--- config.mk ---
export PLATFORM = sky130hd
export DESIGN_NAME = shift_sequencer
export DESIGN_NICKNAME = d
export VERILOG_FILES = /design/src/rtl/shift_sequencer.sv
export SDC_FILE = /design/constraint.sdc
export NUM_CORES = 1
export LEC_CHECK = 0
export BUFFER_PORTS_ARGS = -buffer_cell sky130_fd_sc_hd__buf_2
export CAP_MARGIN = 20
export CORE_MARGIN = 2
export CORE_UTILIZATION = 50
export CTS_BUF_LIST = sky130_fd_sc_hd__clkbuf_8
export DETAILED_ROUTE_END_ITERATION = 10
export GPL_TIMING_DRIVEN = 0
export PLACE_DENSITY = 0.85
export SLEW_MARGIN = 20
export SYNTH_ARGS = -nofsm -noshare
export SYNTH_HDL_FRONTEND = slang
export SYNTH_SLANG_ARGS = --single-unit
--- constraint.sdc ---
create_clock -name clk -period 2.28 [get_ports clk]
set_clock_uncertainty 0.1 [all_clocks]
set_input_delay 0.114 -clock clk [delete_from_list [all_inputs] [get_ports clk]]
set_output_delay 0.114 -clock clk [all_outputs]
set_load 0.02 [all_outputs]
--- src/rtl/shift_sequencer.sv ---
// Shared iterative shifter: two requesters arbitrated round-robin, one bit position per cycle,
// tagged result returned over a valid/ready handshake.
module shift_sequencer #(
    parameter int N = 4
) (
    input  logic         clk,
    input  logic         rst_n,
    input  logic         req0_valid,
    output logic         req0_ready,
    input  logic [1:0]   req0_op,
    input  logic [N-1:0] req0_data,
    input  logic [N-1:0] req0_amt,
    input  logic         req1_valid,
    output logic         req1_ready,
    input  logic [1:0]   req1_op,
    input  logic [N-1:0] req1_data,
    input  logic [N-1:0] req1_amt,
    output logic         res_valid,
    input  logic         res_ready,
    output logic [N-1:0] res_data,
    output logic         res_id,
    output logic         busy
);

    localparam int CW = $clog2(N + 1);
    localparam logic [N-1:0]  N_AMT = N[N-1:0];
    localparam logic [CW-1:0] N_CNT = N[CW-1:0];
    localparam logic [CW-1:0] ONE_C = {{(CW-1){1'b0}}, 1'b1};

    typedef enum logic [1:0] {
        IDLE  = 2'd0,
        SHIFT = 2'd1,
        DONE  = 2'd2
    } state_t;

    state_t        state_q;
    logic [1:0]    op_q;
    logic [N-1:0]  data_q;
    logic          id_q;
    logic [CW-1:0] rem_q;
    logic          last_q;
    logic          res_valid_q;
    logic          busy_q;

    logic          grant0_s;
    logic          grant1_s;
    logic [1:0]    sel_op_s;
    logic [N-1:0]  sel_data_s;
    logic [N-1:0]  sel_amt_s;
    logic [CW-1:0] count_s;

    function automatic logic [N-1:0] shift_step(input logic [1:0] op, input logic [N-1:0] d);
        logic [N-1:0] r;
        case (op)
            2'b00:   r = {d[N-2:0], 1'b0};
            2'b01:   r = {1'b0, d[N-1:1]};
            2'b10:   r = {d[N-1], d[N-1:1]};
            2'b11:   r = {d[0], d[N-1:1]};
            default: r = d;
        endcase
        return r;
    endfunction

    // Round-robin grant: a tie goes to the requester that was not served last.
    always_comb begin
        grant0_s = 1'b0;
        grant1_s = 1'b0;
        if (state_q == IDLE) begin
            if (req0_valid && req1_valid) begin
                grant0_s = last_q;
                grant1_s = ~last_q;
            end else begin
                grant0_s = req0_valid;
                grant1_s = req1_valid;
            end
        end else begin
            grant0_s = 1'b0;
            grant1_s = 1'b0;
        end
    end

    // Operand mux for the winner and its iteration count.
    always_comb begin
        if (grant1_s) begin
            sel_op_s   = req1_op;
            sel_data_s = req1_data;
            sel_amt_s  = req1_amt;
        end else begin
            sel_op_s   = req0_op;
            sel_data_s = req0_data;
            sel_amt_s  = req0_amt;
        end
        case (sel_op_s)
            2'b11:   count_s = CW'(sel_amt_s % N_AMT);
            default: count_s = (sel_amt_s >= N_AMT) ? N_CNT : CW'(sel_amt_s);
        endcase
    end

    // Sequencer FSM; the load step happens on the accept edge itself.
    always_ff @(posedge clk or negedge rst_n) begin
        if (!rst_n) begin
            state_q     <= IDLE;
            op_q        <= 2'b00;
            data_q      <= '0;
            id_q        <= 1'b0;
            rem_q       <= '0;
            last_q      <= 1'b1;
            res_valid_q <= 1'b0;
            busy_q      <= 1'b0;
        end else begin
            case (state_q)
                IDLE: begin
                    if (grant0_s || grant1_s) begin
                        op_q   <= sel_op_s;
                        data_q <= sel_data_s;
                        id_q   <= grant1_s;
                        last_q <= grant1_s;
                        busy_q <= 1'b1;
                        rem_q  <= count_s;
                        if (count_s == '0) begin
                            state_q     <= DONE;
                            res_valid_q <= 1'b1;
                        end else begin
                            state_q <= SHIFT;
                        end
                    end
                end
                SHIFT: begin
                    data_q <= shift_step(op_q, data_q);
                    rem_q  <= rem_q - ONE_C;
                    if (rem_q == ONE_C) begin
                        state_q     <= DONE;
                        res_valid_q <= 1'b1;
                    end
                end
                DONE: begin
                    if (res_ready) begin
                        state_q     <= IDLE;
                        res_valid_q <= 1'b0;
                        busy_q      <= 1'b0;
                    end
                end
                default: begin
                    state_q     <= IDLE;
                    res_valid_q <= 1'b0;
                    busy_q      <= 1'b0;
                end
            endcase
        end
    end

    assign req0_ready = grant0_s;
    assign req1_ready = grant1_s;
    assign res_valid  = res_valid_q;
    assign res_data   = data_q;
    assign res_id     = id_q;
    assign busy       = busy_q;

endmodule

# Yosys cells after proc, flatten, opt, wreduce, memory -nomap -nowiden
# Index checks and enable logic that the tools add are counted.
[totals]
elab_cells = 63
out_inout_bits = 9
register_bits = 15
in_bits = 25
[op_classes]
eq_ne = 12
magnitude_cmp = 1
n_bitwise = 2
reduce_logical = 12
n_addsub = 1
muxes = 26
[ops]
columns = ["operator", "count"]
rows = [
  ["4-bit one-hot mux with 4 select lines", 1],
  ["4-bit two-way mux", 3],
  ["2-bit two-way mux", 5],
  ["1-bit two-way mux", 9],
  ["3-bit two-way mux", 3],
  ["3-bit AND reduction", 3],
  ["2-bit equality test (second input constant)", 4],
  ["4-bit one-hot mux with 2 select lines", 1],
  ["2-bit != test (second input constant)", 3],
  ["1-bit one-hot mux with 3 select lines", 2],
  ["2-bit one-hot mux with 3 select lines", 1],
  ["3-bit one-hot mux with 2 select lines", 1],
  ["2-bit by 1-bit equality test with 1-bit output (second input constant)", 2],
  ["4-bit by 3-bit greater-or-equal comparator with 1-bit output (second input constant)", 1],
  ["2-bit zero test", 2],
  ["2-bit by 1-bit != test with 1-bit output (second input constant)", 2],
  ["2-bit AND reduction", 2],
  ["4-bit AND reduction", 1],
  ["3-bit by 1-bit equality test with 1-bit output (second input constant)", 1],
  ["3-bit zero test", 1],
  ["3-bit by 1-bit subtractor with 3-bit output (second input constant)", 1],
  ["1-bit inverter", 2],
  ["2-bit nonzero test", 1],
  ["1-bit logical AND", 1],
  ["1-bit logical OR", 1],
]

# Longest topological paths before layout
[logic_depth]
word_depth = 11
mapped_depth = 6
mapped_depth_nobuf = 6

# Least setup slack after synthesis
# OpenSTA, ideal clock, no wires.
[synth_path]
kind = "register to register"
start = "reg state_q[0]"
end = "reg data_q[3] (netlist: res_data[3])"
stages_incl_launch_ff = 6
setup_slack_ns = 0.631
t_required_ns = 2.054
n_path_buf = 1
setup_time_ns = 0.126
period_less_slack_ns = 1.649
arrival_ns = 1.423
cell_sequence = "dfrtp_1 > buf_6 > a211oi_4 > nand2_2 > mux2_4 > a221o_1"
[synth_via]
elab_chain_cells = 5
elab_cells_between_ends = 12
cone_classes = "3 x eq/ne; 5 x mux; 4 x reduce/logical"
[synth_lines]
columns = ["element", "line_no", "source"]
rows = [
  ["from (decl)", "36", "state_t state_q;"],
  ["from (signal assigned)", "102", "state_q <= IDLE;"],
  ["from (signal assigned)", "121", "state_q <= DONE;"],
  ["from (signal assigned)", "124", "state_q <= SHIFT;"],
  ["2-bit zero test", "68, 111", ""],
  ["1-bit two-way mux", "68", "if (state_q == IDLE) begin"],
  ["4-bit two-way mux or 1-bit logical OR (tied branches)", "84, 113", ""],
  ["4-bit two-way mux or 2-bit by 1-bit != test with 1-bit output (tied branches)", "n/a", ""],
  ["4-bit one-hot mux with 2 select lines or 3-bit AND reduction (tied branches)", "n/a", ""],
  ["to (signal assigned)", "115", "data_q <= sel_data_s;"],
  ["to (signal assigned)", "129", "data_q <= shift_step(op_q, data_q);"],
  ["to (decl)", "38", "logic [N-1:0] data_q;"],
]
# Parallel ways exist; a longest one is shown, timed or not. The select of a mux whose other input is x is not followed.
# A chain may end at the register's enable or synchronous reset.

# Final worst setup path
[layout_path]
start = "reg state_q[1]"
end = "reg data_q[3] (netlist: res_data[3])"
# Same word-level chain as after synthesis.

==> impl_metrics.xml <==
<?xml version="1.0" encoding="UTF-8"?>
<metrics>
  <group name="finish">
    <metric name="layout_commonest_cell" unit="">buf_2</metric>
    <metric name="num_antenna_cells" unit="">0</metric>
    <metric name="area_growth" unit="%">26.7</metric>
    <metric name="layout.core_utilization" unit="">0.683</metric>
    <metric name="most_used_cells_in_the_layout_excluding_fill_and_tap_cells" unit="">buf_2 (33), nand2_1 (18), dfrtp_1 (14), o21ai_0 (9), mux2i_1 (7)</metric>
    <metric name="layout_cells_sized_above_1" unit="">0.338</metric>
    <metric name="fin_nets" unit="">167</metric>
  </group>
  <group name="yosys">
    <metric name="synth_top_family_by_area" unit="">compound AO/OA/AOI/OAI gates</metric>
    <metric name="synthesis.area" unit="µm²">941</metric>
    <metric name="compound_gate_fraction_of_synth_area" unit="">0.234</metric>
    <metric name="postSynthCellCount" unit="">101</metric>
    <metric name="yosys_register_bits" unit="">15</metric>
    <metric name="synthDominantAreaCellType" unit="">dfrtp_1</metric>
    <metric name="synth.top_cell.area_share" unit="">0.372</metric>
    <metric name="synth.net_count" unit="">128</metric>
    <metric name="post_synth_xor_area_fraction" unit="">0</metric>
    <metric name="synth-simple-area-share" unit="">0.180</metric>
    <metric name="synth-seq-area-share" unit="">0.400</metric>
    <metric name="synth_mux_area_frac" unit="">0.106</metric>
    <metric name="synth-warning-count" unit="">0</metric>
    <metric name="post_synth.cell_area_avg" unit="µm²">9.32</metric>
    <metric name="synthTopCellsByArea" unit="">dfrtp_1 (37%), mux2i_1 (7.4%), nand2_1 (7.2%)</metric>
    <metric name="netlist-cell-type-count" unit="">32</metric>
    <metric name="yosys.area_share.adder" unit="">0.0266</metric>
  </group>
  <group name="grt">
    <metric name="grt_start_max_net_pins" unit="">16</metric>
    <metric name="grt_use_total" unit="">0.231</metric>
    <metric name="gr-total-overflow" unit="">0</metric>
    <metric name="antenna_found_initial" unit="">0</metric>
    <metric name="grt_first_pass_wirelength" unit="µm">3660</metric>
    <metric name="first_global_vias" unit="">828</metric>
  </group>
  <group name="setup_path">
    <metric name="critPathArrivalTime" unit="ps">1770</metric>
    <metric name="worstPathMaxFanout" unit="">9</metric>
    <metric name="setup.worst_path.class" unit="">reg -&gt; reg</metric>
    <metric name="crit_required" unit="ps">2320</metric>
    <metric name="worst_r2r_path_depth" unit="">5</metric>
    <metric name="critical_path.reg2reg.startpoint" unit="">state_q[1]$_DFFE_PN0P_</metric>
    <metric name="max_stage_delay" unit="ps">350</metric>
    <metric name="critPathSlowestCell" unit="">dfrtp_1</metric>
    <metric name="worst_r2r_endpoint" unit="">res_data[3]$_DFFE_PN0P_</metric>
    <metric name="crit_path_start_kind" unit="">flop</metric>
    <metric name="timing.reg2reg.setup_slack" unit="ps">550</metric>
    <metric name="timing.critical_path.cells" unit="">clkbuf_2 &gt; a211oi_4 &gt; nand2_2 &gt; mux2_4 &gt; a221o_1</metric>
    <metric name="crit_path_end_kind" unit="">flop</metric>
  </group>
  <group name="drt">
    <metric name="detail_route.wl_per_cell" unit="µm">14.0</metric>
    <metric name="wirelength_met1" unit="µm">1030</metric>
    <metric name="first_pass_iters" unit="">4</metric>
    <metric name="drt_iter0_drc" unit="">24</metric>
    <metric name="wl_met2" unit="µm">1140</metric>
    <metric name="dr.max_layer_used" unit="">met4</metric>
    <metric name="drtAntennaViolNets" unit="">0</metric>
    <metric name="via_per_inst" unit="">5.57</metric>
    <metric name="routed-via-count" unit="">914</metric>
    <metric name="totalWireLength" unit="µm">2290</metric>
    <metric name="drt_drc_violations_left" unit="">0</metric>
    <metric name="routed-wl-met3" unit="µm">109</metric>
  </group>
  <group name="cts">
    <metric name="tritoncts_num_sinks" unit="">15</metric>
    <metric name="clkLatencyLatePin" unit="ps">250</metric>
    <metric name="cts-htree-levels" unit="">1</metric>
    <metric name="clkTransAtPathRegs" unit="ps">60</metric>
    <metric name="cts.repair.resized" unit="">0</metric>
    <metric name="root_buffer" unit="">clkbuf_8</metric>
    <metric name="tritoncts" unit="">yes</metric>
    <metric name="number_of_buffers_created_by_cts" unit="">3</metric>
    <metric name="cts-root-to-sink-buffers" unit="">2</metric>
  </group>
  <group name="power">
    <metric name="leakagePower" unit="nW">0.624</metric>
    <metric name="total_power" unit="mW">1.64</metric>
    <metric name="power-per-cell-area" unit="nW/µm²">1370</metric>
    <metric name="peakVddDrop" unit="V">0.000862</metric>
  </group>
  <group name="sta">
    <metric name="grt_setup_unrepaired" unit="">false</metric>
    <metric name="timing_worst_slew_pin_value" unit="ps">453</metric>
    <metric name="fmax" unit="MHz">577</metric>
    <metric name="period_minus_slack" unit="ps">1730</metric>
    <metric name="max-slew-margin-rel" unit="">0.695</metric>
    <metric name="max_slew_vio_count" unit="">0</metric>
    <metric name="layout_setup_ws" unit="ps">546</metric>
    <metric name="tns_setup" unit="ps">0</metric>
    <metric name="hold_ws" unit="ps">66.5</metric>
    <metric name="final.period_utilization" unit="">0.761</metric>
    <metric name="final-hold-violation-count" unit="">0</metric>
    <metric name="final-setup-viol-count" unit="">0</metric>
  </group>
  <group name="die">
    <metric name="floorplan_core_area" unit="µm²">1750</metric>
    <metric name="die_outline_area" unit="µm²">2240</metric>
    <metric name="floorplan_die_width" unit="µm">47.4</metric>
    <metric name="die_h" unit="µm">47.4</metric>
    <metric name="design.portCount" unit="">34</metric>
    <metric name="initial_utilization" unit="">0.539</metric>
    <metric name="placement_rows" unit="">15</metric>
  </group>
  <group name="hold_path">
    <metric name="hold_path_startpoint" unit="">req1_op[1]</metric>
    <metric name="number_of_stages_on_the_worst_hold_path" unit="">3</metric>
    <metric name="worstHoldEndpoint" unit="">op_q[1]$_DFFE_PN0P_</metric>
    <metric name="kind_of_path_behind_the_tightest_hold_check" unit="">in -&gt; reg</metric>
  </group>
  <group name="run_status">
    <metric name="outcome" unit="">complete, no violations</metric>
  </group>
  <group name="job">
    <metric name="cap_violations" unit="">0</metric>
  </group>
  <group name="place">
    <metric name="routabilityCongestion" unit="">0.803</metric>
    <metric name="dpl.hpwl" unit="µm">1770</metric>
    <metric name="io_buffers" unit="">33</metric>
    <metric name="detailedPlace.worstSlack" unit="ps">563</metric>
  </group>
</metrics>
==> final cells by class <==
type,count,area [µm²]
timing repair buffer,34,175
tap,25,31.3
buffer,4,31.3
multi-input combinational,77,514
sequential,15,377
clock buffer,3,41.3
fill,150,553
inverter,5,18.8
clock inverter,1,3.75
==> logic make-up (layout without fill, tap and decap cells) <==
family,after synthesis,after routing
buf+inv,9,47
compound gates,29,29
flops,15,15
simple gates,37,37
fa+ha+maj,2,2
mux,9,9
==> report_power, final <==
| part | internal, mW | total [mW] | switching (mW) | leakage, nW |
|---|---|---|---|---|
| registers | 0.411 | 0.523 | 0.112 | 0.179 |
| logic | 0.381 | 0.897 | 0.516 | 0.418 |
| clock network | 0.119 | 0.217 | 0.0974 | 0.0269 |
| total | 0.911 | 1.64 | 0.725 | 0.624 |
==> how the worst max path moves through the flow <==
stage	from	endpoint	slack (ps)	depth (start not counted)
2_1_floorplan	state_q[0]$_DFFE_PN0P_	res_data[3]$_DFFE_PN0P_	630	5
3_3_place_gp	state_q[0]$_DFFE_PN0P_	res_data[3]$_DFFE_PN0P_	570	5
3_5_place_dp	state_q[1]$_DFFE_PN0P_	res_data[3]$_DFFE_PN0P_	560	5
4_1_cts	state_q[0]$_DFFE_PN0P_	res_data[3]$_DFFE_PN0P_	560	5
5_1_grt	state_q[1]$_DFFE_PN0P_	res_data[3]$_DFFE_PN0P_	470	5
6_report	state_q[1]$_DFFE_PN0P_	res_data[3]$_DFFE_PN0P_	550	5
==> metal layers <==
layer  GRT usage  up-vias
li1            -      440
met5           0        -
met3      0.0231        2
met1       0.322      439
met4      0.0667        0
met2       0.378       33
==> critical path: cells and delay by family, from the launching register on <==
kind | cells | cell delay [ps]
AO/OA/AOI/OAI | 2 | 570
flip-flops | 1 | 350
multiplexers | 1 | 300
buffers and inverters | 1 | 180
AND/OR/NAND/NOR | 1 | 110
==> timing repair <==
action / in CTS / in global routing
buffers inserted: 0 / 0
hold buffers: 1 / 0
hold endpoints to repair: 15 / 0
==> state kept, by name, summed over array words and instances, names as in the netlist <==
name       flops
res_id         1
res_valid      1
op_q           2
busy           1
res_data       4
rem_q          3
last_q         1
state_q        2
==> metrics by stage <==
step	std cells	area, µm²
2_1_floorplan	101	941
3_3_place_gp	159	1140
3_5_place_dp	159	1140
4_1_cts	164	1190
5_1_grt	164	1190
6_report	164	1190
==> Yosys cell counts (all sizes together) <==
cell	number
nand2	19
dfrtp	14
o21ai	9
mux2i	7
nor2	6
a21oi	5
inv	5
nor3	3
o221ai	3
a221o	2
buf	2
clkbuf	2
ha	2
mux2	2
nand2b	2
nand3	2
nor2b	2
o211ai	2
o2bb2ai	2
a211o	1
a211oi	1
a222oi	1
and2	1
and4	1
dfstp	1
o211a	1
o21a	1
o32ai	1
or2	1
Power figures use the tool's default switching activity.
